### src/rtl/ramdac_pkg.sv
// ramdac_pkg -- shared definitions for the pixel scanout path.
//
// Holds the default VGA 640x480@60 timing, the derived line/frame totals,
// the RGB332 field layout of a FIFO word, the scanout FSM state type and
// the record carried by the first output pipeline stage.
package ramdac_pkg;

  // Default timing: horizontal in pixel clocks, vertical in lines.
  localparam int DEF_DATA_WIDTH = 8;
  localparam int DEF_H_VISIBLE  = 640;
  localparam int DEF_H_FRONT    = 16;
  localparam int DEF_H_SYNC     = 96;
  localparam int DEF_H_BACK     = 48;
  localparam int DEF_V_VISIBLE  = 480;
  localparam int DEF_V_FRONT    = 10;
  localparam int DEF_V_SYNC     = 2;
  localparam int DEF_V_BACK     = 33;

  localparam int H_TOTAL = DEF_H_VISIBLE + DEF_H_FRONT + DEF_H_SYNC + DEF_H_BACK;
  localparam int V_TOTAL = DEF_V_VISIBLE + DEF_V_FRONT + DEF_V_SYNC + DEF_V_BACK;

  // RGB332 layout of one pixel word: rrr_ggg_bb.
  localparam int PIXEL_W   = 8;
  localparam int RED_W     = 3;
  localparam int RED_LSB   = 5;
  localparam int GREEN_W   = 3;
  localparam int GREEN_LSB = 2;
  localparam int BLUE_W    = 2;
  localparam int BLUE_LSB  = 0;

  typedef enum logic {
    WAIT_FILL = 1'b0,  // idle: counters parked at 0, outputs blanked
    RUN       = 1'b1   // scanning frames
  } scan_state_e;

  // Per-position information travelling alongside the FIFO read latency.
  typedef struct packed {
    logic visible;  // position was inside the visible window
    logic hsync_n;  // raw horizontal sync, active-low
    logic vsync_n;  // raw vertical sync, active-low
    logic popped;   // a word was popped for this position
  } scan_stage_t;

  localparam scan_stage_t STAGE_IDLE = '{visible: 1'b0, hsync_n: 1'b1,
                                         vsync_n: 1'b1, popped: 1'b0};

  // Counter width able to hold 0..total-1.
  function automatic int cnt_width(input int total);
    return (total <= 2) ? 1 : $clog2(total);
  endfunction

endpackage

### src/rtl/video_timing_counter.sv
// video_timing_counter -- horizontal/vertical raster position generator.
//
// Ports:
//   clockin      pixel clock
//   reset        synchronous, active-high; parks the position at (0,0)
//   count_en     1: advance one pixel per clock; 0: hold position at (0,0)
//   visible      current position lies inside the visible window
//   hsync_raw_n  undelayed horizontal sync for the current position, active-low
//   vsync_raw_n  undelayed vertical sync for the current position, active-low
//   frame_last   current position is the last pixel of the frame
module video_timing_counter
  import ramdac_pkg::*;
#(
  parameter int H_VISIBLE = DEF_H_VISIBLE,
  parameter int H_FRONT   = DEF_H_FRONT,
  parameter int H_SYNC    = DEF_H_SYNC,
  parameter int H_BACK    = DEF_H_BACK,
  parameter int V_VISIBLE = DEF_V_VISIBLE,
  parameter int V_FRONT   = DEF_V_FRONT,
  parameter int V_SYNC    = DEF_V_SYNC,
  parameter int V_BACK    = DEF_V_BACK
) (
  input  logic clockin,
  input  logic reset,
  input  logic count_en,
  output logic visible,
  output logic hsync_raw_n,
  output logic vsync_raw_n,
  output logic frame_last
);

  localparam int LINE_CLOCKS = H_VISIBLE + H_FRONT + H_SYNC + H_BACK;
  localparam int FRAME_LINES = V_VISIBLE + V_FRONT + V_SYNC + V_BACK;
  localparam int H_W = cnt_width(LINE_CLOCKS);
  localparam int V_W = cnt_width(FRAME_LINES);

  localparam logic [H_W-1:0] H_VIS_END  = H_W'(H_VISIBLE);
  localparam logic [H_W-1:0] H_SYNC_BEG = H_W'(H_VISIBLE + H_FRONT);
  localparam logic [H_W-1:0] H_SYNC_END = H_W'(H_VISIBLE + H_FRONT + H_SYNC);
  localparam logic [H_W-1:0] H_LAST     = H_W'(LINE_CLOCKS - 1);
  localparam logic [V_W-1:0] V_VIS_END  = V_W'(V_VISIBLE);
  localparam logic [V_W-1:0] V_SYNC_BEG = V_W'(V_VISIBLE + V_FRONT);
  localparam logic [V_W-1:0] V_SYNC_END = V_W'(V_VISIBLE + V_FRONT + V_SYNC);
  localparam logic [V_W-1:0] V_LAST     = V_W'(FRAME_LINES - 1);

  logic [H_W-1:0] h_q, h_d;
  logic [V_W-1:0] v_q, v_d;
  logic           h_last;
  logic           v_last;

  assign h_last = (h_q == H_LAST);
  assign v_last = (v_q == V_LAST);

  // NOTE: every variable written here gets a default first, so no path
  // leaves it unassigned and no latch is inferred.
  always_comb begin
    h_d = h_q;
    v_d = v_q;
    if (!count_en) begin
      h_d = '0;
      v_d = '0;
    end else if (h_last) begin
      h_d = '0;
      v_d = v_last ? '0 : v_q + V_W'(1);
    end else begin
      h_d = h_q + H_W'(1);
    end
  end

  // NOTE: reset is sampled on the clock edge like any other input, so it
  // sits inside the clocked block rather than in the sensitivity list.
  // NOTE: state is updated with non-blocking assignments so every flop
  // samples pre-edge values regardless of block evaluation order.
  always_ff @(posedge clockin) begin
    if (reset) begin
      h_q <= '0;
      v_q <= '0;
    end else begin
      h_q <= h_d;
      v_q <= v_d;
    end
  end

  assign visible     = (h_q < H_VIS_END) && (v_q < V_VIS_END);
  assign hsync_raw_n = !((h_q >= H_SYNC_BEG) && (h_q < H_SYNC_END));
  assign vsync_raw_n = !((v_q >= V_SYNC_BEG) && (v_q < V_SYNC_END));
  assign frame_last  = h_last && v_last;

endmodule

### src/rtl/pixel_scanout.sv
// pixel_scanout -- streams RGB332 pixels from an upstream FIFO onto a
// VGA-style raster with registered colour, sync and active outputs.
//
// Ports:
//   clockin          pixel clock, all logic on its rising edge
//   reset            synchronous, active-high
//   enable           scanout enable; start and stop only at frame boundaries
//   fifo_data        pixel word, valid the cycle after fifo_read
//   fifo_empty       upstream FIFO empty flag
//   fifo_read        pop request, combinational from the current position
//   red/green/blue   colour fields of the displayed pixel (0 when blanked)
//   hsync/vsync      active-low syncs, aligned with the colour outputs
//   active           colour outputs carry a visible-area pixel
//   underflow        sticky: a visible pixel found the FIFO empty
//   underflow_clear  clears underflow; a simultaneous new underflow wins
//
// Pipeline: position decoded in cycle t, word arrives in t+1, pins update
// for t+2. Syncs/active travel through the same two stages.
module pixel_scanout
  import ramdac_pkg::*;
#(
  parameter int DATA_WIDTH = DEF_DATA_WIDTH,
  parameter int H_VISIBLE  = DEF_H_VISIBLE,
  parameter int H_FRONT    = DEF_H_FRONT,
  parameter int H_SYNC     = DEF_H_SYNC,
  parameter int H_BACK     = DEF_H_BACK,
  parameter int V_VISIBLE  = DEF_V_VISIBLE,
  parameter int V_FRONT    = DEF_V_FRONT,
  parameter int V_SYNC     = DEF_V_SYNC,
  parameter int V_BACK     = DEF_V_BACK
) (
  input  logic                  clockin,
  input  logic                  reset,
  input  logic                  enable,
  input  logic [DATA_WIDTH-1:0] fifo_data,
  input  logic                  fifo_empty,
  output logic                  fifo_read,
  output logic [RED_W-1:0]      red,
  output logic [GREEN_W-1:0]    green,
  output logic [BLUE_W-1:0]     blue,
  output logic                  hsync,
  output logic                  vsync,
  output logic                  active,
  output logic                  underflow,
  input  logic                  underflow_clear
);

  scan_state_e state_q, state_d;
  scan_stage_t s1_q, s1_d;
  logic [PIXEL_W-1:0] pix_q, pix_d;
  logic               active_q, active_d;
  logic               hsync_q, hsync_d;
  logic               vsync_q, vsync_d;
  logic               underflow_q, underflow_d;

  logic               run;
  logic               visible;
  logic               hsync_raw_n;
  logic               vsync_raw_n;
  logic               frame_last;
  logic               starve;
  logic [PIXEL_W-1:0] pixel_word;

  assign run        = (state_q == RUN);
  assign pixel_word = fifo_data[PIXEL_W-1:0];

  video_timing_counter #(
    .H_VISIBLE (H_VISIBLE),
    .H_FRONT   (H_FRONT),
    .H_SYNC    (H_SYNC),
    .H_BACK    (H_BACK),
    .V_VISIBLE (V_VISIBLE),
    .V_FRONT   (V_FRONT),
    .V_SYNC    (V_SYNC),
    .V_BACK    (V_BACK)
  ) u_timing (
    .clockin     (clockin),
    .reset       (reset),
    .count_en    (run),
    .visible     (visible),
    .hsync_raw_n (hsync_raw_n),
    .vsync_raw_n (vsync_raw_n),
    .frame_last  (frame_last)
  );

  // Pop only for visible positions with data available. Gating with reset
  // keeps the FIFO intact when reset lands mid-frame.
  assign fifo_read = run && visible && !fifo_empty && !reset;
  assign starve    = run && visible && fifo_empty;

  // Scanout FSM: start as soon as enabled with data waiting; stop only
  // after the last pixel of a frame so a frame is never truncated.
  always_comb begin
    state_d = state_q;
    unique case (state_q)
      WAIT_FILL: if (enable && !fifo_empty) state_d = RUN;
      RUN:       if (frame_last && !enable) state_d = WAIT_FILL;
      default:   state_d = WAIT_FILL;
    endcase
  end

  always_comb begin
    // Stage 1 records what the current position needs once its word lands.
    s1_d = STAGE_IDLE;
    if (run) begin
      s1_d = '{visible: visible, hsync_n: hsync_raw_n,
               vsync_n: vsync_raw_n, popped: fifo_read};
    end

    // Stage 2: a starved or blanked position shows black; a starved pixel
    // is simply skipped, so later pixels keep their own words.
    pix_d    = s1_q.popped ? pixel_word : '0;
    active_d = s1_q.visible;
    hsync_d  = s1_q.hsync_n;
    vsync_d  = s1_q.vsync_n;

    // Clear first, set second: a fresh underflow beats a clear request.
    underflow_d = underflow_q;
    if (underflow_clear) underflow_d = 1'b0;
    if (starve)          underflow_d = 1'b1;
  end

  always_ff @(posedge clockin) begin
    if (reset) begin
      state_q     <= WAIT_FILL;
      s1_q        <= STAGE_IDLE;
      pix_q       <= '0;
      active_q    <= 1'b0;
      hsync_q     <= 1'b1;
      vsync_q     <= 1'b1;
      underflow_q <= 1'b0;
    end else begin
      state_q     <= state_d;
      s1_q        <= s1_d;
      pix_q       <= pix_d;
      active_q    <= active_d;
      hsync_q     <= hsync_d;
      vsync_q     <= vsync_d;
      underflow_q <= underflow_d;
    end
  end

  assign red       = pix_q[RED_LSB   +: RED_W];
  assign green     = pix_q[GREEN_LSB +: GREEN_W];
  assign blue      = pix_q[BLUE_LSB  +: BLUE_W];
  assign active    = active_q;
  assign hsync     = hsync_q;
  assign vsync     = vsync_q;
  assign underflow = underflow_q;

endmodule

### config.mk
export PLATFORM = sky130hd
export DESIGN_NAME = pixel_scanout
export DESIGN_NICKNAME = d
export VERILOG_FILES = /design/src/rtl/ramdac_pkg.sv /design/src/rtl/video_timing_counter.sv /design/src/rtl/pixel_scanout.sv
export SDC_FILE = /design/constraint.sdc
export NUM_CORES = 1
export LEC_CHECK = 0
export CAP_MARGIN = 20
export CORE_MARGIN = 2
export CORE_UTILIZATION = 40
export CTS_BUF_LIST = sky130_fd_sc_hd__clkbuf_16
export CTS_CLUSTER_SIZE = 30
export DETAILED_ROUTE_END_ITERATION = 10
export GPL_ROUTABILITY_DRIVEN = 1
export PLACE_DENSITY = 0.66
export SYNTH_ARGS = -nofsm -noshare
export SYNTH_HDL_FRONTEND = slang
export SYNTH_HIERARCHICAL = 1
export SYNTH_SLANG_ARGS = --single-unit
### constraint.sdc
create_clock -name clockin -period 4.3 [get_ports clockin]
set_input_delay 1.075 -clock clockin [delete_from_list [all_inputs] [get_ports clockin]]
set_output_delay 1.075 -clock clockin [all_outputs]
set_load 0.005 [all_outputs]
After elaboration in Yosys (flattened, before gate mapping)
Index checks and enable logic that the tools add are counted.
{ "word_totals": {"reg_bits": 37, "input_bits": 13, "out_inout_bits": 13, "elab_cells": 49} }
{ "op_classes": {"addsub": 2, "order_cmp": 6, "n_eq_ne": 2, "mux": 6, "bitwise_logic": 2, "reduce_logical": 19} }
{ "ops": {"columns": ["operator", "count"], "rows": [
  ["adder 10 x 1 -> 10 bit (second input constant)", 2],
  ["equality test 10 bit (second input constant)", 2],
  ["< comparator 10 bit (second input constant)", 2],
  ["< comparator 10 x 9 -> 1 bit (second input constant)", 2],
  ["greater-or-equal comparator 10 bit (second input constant)", 1],
  ["greater-or-equal comparator 10 x 9 -> 1 bit (second input constant)", 1],
  ["logical AND 1 bit", 10],
  ["2-to-1 mux 10 bit", 1],
  ["logical NOT 1 bit", 5],
  ["2-to-1 mux 1 bit", 4],
  ["OR reduction 2 bit", 2],
  ["OR reduction 3 bit", 1],
  ["inverter 1 bit", 2],
  ["case mux 1 bit (2 select lines)", 1],
  ["nonzero test 2 bit", 1]
]} }

Depth between registers and ports, before layout
{ "logic_depth": {"word_depth": 5, "depth_mapped": 7, "mapped_depth_nobuf": 7} }

Hierarchy
Netlist, hierarchy kept.
{ "modules_own_cells": {"columns": ["mod", "n_inst", "cells_per_inst", "area_per_inst_um2", "seq_area_each_um2"], "rows": [
  ["video_timing_counter", 1, 122, 1024.7, 400.4],
  ["pixel_scanout", 1, 41, 498.0, 340.3]
]} }

Worst setup path after synthesis
Ideal clock, no wire load.
{ "synth_timing": {"kind": "input to output", "start": "input port reset", "end": "output port fifo_read", "arrival_ns": 1.413, "required_time_ns": 3.225, "path_slack_ns": 1.812, "stages": 2, "n_path_buf": 0, "cell_sequence": "nor2b_2 and3b_1"} }
{ "synth_between": {"elab_chain_len": 2} }
{ "synth_lines": {"columns": ["item", "line_no", "rtl"], "rows": [
  ["start: declaration", "pixel_scanout.sv:33", "input logic reset,"],
  ["logical NOT 1 bit", "pixel_scanout.sv:88", "assign fifo_read = run && visible && !fifo_empty && !reset;"],
  ["logical AND 1 bit", "pixel_scanout.sv:88", null],
  ["end: declaration", "pixel_scanout.sv:37", "output logic fifo_read,"]
]} }
Every way passes these cells.

Worst setup path after layout
Ends and elaborated chain as after synthesis.

==> summary.txt <==
hold_ws -> 0.4119 ns
antenna violations before repair -> 0
Worst Tran Pin Value -> 0.5368 ns
global-route wire length before repair -> 5209 microns
num ports -> 26
leakage power -> 0.0006449 uW
Crit path max-delay family -> buffers and inverters
Worst Path Max Fanout -> 9
Max VDD drop -> 0.0001557 V
WS Path Type -> primary input to primary output
CTS Sinks -> 37
minimum clock period -> 3.720 ns
flops & latches, synth -> 37
DP HPWL -> 2175 microns
DR top layer -> met4
Worst-path clk slew -> 0.05 ns
Critical Path End Type -> primary output
commonest cells after routing, fill and taps aside -> 37 x dfxtp_1, 25 x clkdlybuf4s50_1, 16 x nor2_1, 11 x nand3_1, 9 x and2_1
post-route ant nets -> 0
Die ar. -> 4316 sq um
CTS H-tree depth -> 2
placeable core area -> 3661 sq um
Via density -> 5.108
I/O Buffers -> 25
Max-slew headroom -> 63.97%
height of the chip -> 65.70 microns
Fin. Hold Viols -> 0
via count -> 1231
TritonCTS Buffers -> 5
Die W -> 65.70 microns
M1 WL -> 1356 microns
Net Count, Synth -> 180
achievable frequency -> 0.2688 GHz
Starting Density -> 41.59%
Synth Cell Area -> 1523 sq um
final wirelength -> 3031 microns
status -> finished clean
PD cells -> 365.7 nW/um^2
CP dominant cell by count -> clkdlybuf4s50_1
critical path required time -> 3.22 ns
Max Clock Skew -> 0.003214 ns
Layout Nets -> 209
CTS Root Cell -> clkbuf_16
final setup TNS -> 0 ns
hold crit path type -> flop to flop
# fillers -> 325
setup bufs post-CTS -> 0
largest net degree at the start of global routing -> 12
wire per inst -> 12.58 microns
RePlAce Congestion -> 0.8720
Slowest-stage cell, CP -> clkdlybuf4s50_1
DR DRC count -> 0
Syn Inst Count -> 163
Yosys cell types -> 34
DP Area -> 1814 sq um
sequential area share after synthesis -> 48.64%
area grow syn2layout -> 28.27%
Clock Path Buffers -> 2
# setup viols final -> 0
syn_area_per_cell -> 9.342 sq um
CTS tree -> built
Max stage delay on crit path -> 0.59 ns
Synth Warn # -> 6
worst-skew pair later-pin latency -> 0.27 ns
dpl cells -> 233
CP arrival -> 2.65 ns
share of layout cells above drive strength 1 -> 6.736%
Period Utilization, post-route -> 86.51%
Layout Cell Area excl Fill -> 1953 sq um
startpoint types -> primary input
Regs by FF count -> u_timing/h_q x10, u_timing/v_q x10, pix_q x8
max-slew violations -> 0
antenna cells -> 0
gr usage total -> 15.96%
Resize count post-CTS -> 0
Routed met2 length -> 1422 microns
commonest non-fill, non-tap cell in the layout -> dfxtp_1
max-cap violation count -> 0
drt first pass iters -> 4
vias in the first global route -> 1187
Rows -> 22
Layout Cells excl Fill -> 241
RSZ-0062 raised after global routing -> no
Worst Path Buf+Inv -> 2
final core occ -> 53.35%
met3 wire len -> 210 microns
worst path cell trace -> clkdlybuf4s50_1 -> nor2b_2 -> and3b_1 -> clkdlybuf4s50_1
CTS Hold Bufs -> 0
DRT iter0 DRCs -> 53
global route overflow -> 0
[kinds of logic (layout without fill, tap and decap cells)]
kind of cell               after synthesis  in the layout  synth area share (%)
buffers and inverters                    8             38                 2.465
xor gates and xnor gates                12             12                 6.902
AOI/OAI and AO/OA                       14             14                 5.176
adders and majority gates                4              4                 3.287
DFF                                     37             37                 48.64
and+or+nand+nor                         88             88                 33.53
[power by group]
| part | internal (uW) | switching (uW) |
|---|---|---|
| Combinational | 16.6 | 9.85 |
| Sequential | 347 | 2.06 |
| Clock | 210 | 129 |
| Total | 573 | 141 |
[area by class of cell]
class                           count  area, sq um  area share, %
Inverter                            5        18.77         0.9609
Clock inverter                      3        13.76         0.7047
Sequential cell                    37        740.7          37.92
Tap cell                           48        60.06          3.075
Multi-Input combinational cell    118        744.5          38.12
Timing Repair Buffer               25        250.2          12.81
Clock buffer                        5        125.1          6.406
[per-layer routing]
metal	up-vias	GRT usage (%)
met5	-	0
met3	8	3.938
met1	554	19.10
met4	0	6.250
met2	49	27.27
li1	620	-
[metrics by stage]
stage / setup slack [ns] / power, uW
2_1_floorplan: 1.812 / 364.0
3_3_place_gp: 0.6564 / 381.4
3_5_place_dp: 0.6060 / 382.4
4_1_cts: 0.5947 / 723.9
5_1_grt: 0.4942 / 742.2
6_report: 0.5800 / 714.3
[synth_stat cells]
| cell | count | area (sq um) |
|---|---|---|
| dfxtp_1 | 37 | 740.7 |
| nor2_1 | 16 | 60.06 |
| nand3_1 | 11 | 55.05 |
| and2_1 | 9 | 56.30 |
| nand2_1 | 8 | 30.03 |
| nand2b_1 | 7 | 43.79 |
| xnor2_1 | 7 | 61.31 |
| a21oi_1 | 5 | 25.02 |
| inv_1 | 5 | 18.77 |
| nand4_1 | 5 | 31.28 |
| o21ai_0 | 5 | 25.02 |
| xor2_1 | 5 | 43.79 |
| ha_1 | 4 | 50.05 |
| nor3_1 | 4 | 20.02 |
| or3_1 | 4 | 25.02 |
| and3b_1 | 3 | 26.28 |
| nor4_1 | 3 | 18.77 |
| or4_1 | 3 | 22.52 |
| clkbuf_1 | 2 | 7.510 |
| nand4b_1 | 2 | 17.52 |
| nor2b_1 | 2 | 12.51 |
| nor2b_2 | 2 | 17.52 |
| o31ai_1 | 2 | 15.01 |
| or2_2 | 2 | 12.51 |
| a22o_1 | 1 | 8.760 |
| and3_1 | 1 | 6.260 |
| and4_1 | 1 | 8.760 |
| buf_6 | 1 | 11.26 |
| nand3b_1 | 1 | 7.510 |
| nor3b_1 | 1 | 7.510 |
| nor4b_1 | 1 | 8.760 |
| o21ai_1 | 1 | 5.000 |
| or3b_4 | 1 | 11.26 |
| or4_4 | 1 | 11.26 |
[worst register-to-register path, cell delays in order, from the launching register on]
cell	delay, ns
dfxtp_1	0.40
ha_1	0.26
nand4_1	0.25
or3_1	0.58
o21ai_1	0.50
nor2_1	0.11
[path summary, 6_finish.rpt]
check,endpoint,cells past startpoint,startpoint,slack [ns]
min reg2reg,hsync$_SDFF_PP1_,1,hsync_d$_SDFF_PP1_,0.41
max,fifo_read,4,reset,0.58
max reg2reg,u_timing/v_q[2]$_SDFFE_PP0P_,5,u_timing/h_q[0]$_SDFF_PP0_,2.07
min,hsync$_SDFF_PP1_,1,hsync_d$_SDFF_PP1_,0.41
No activity file was read; power rests on OpenSTA's default activity.
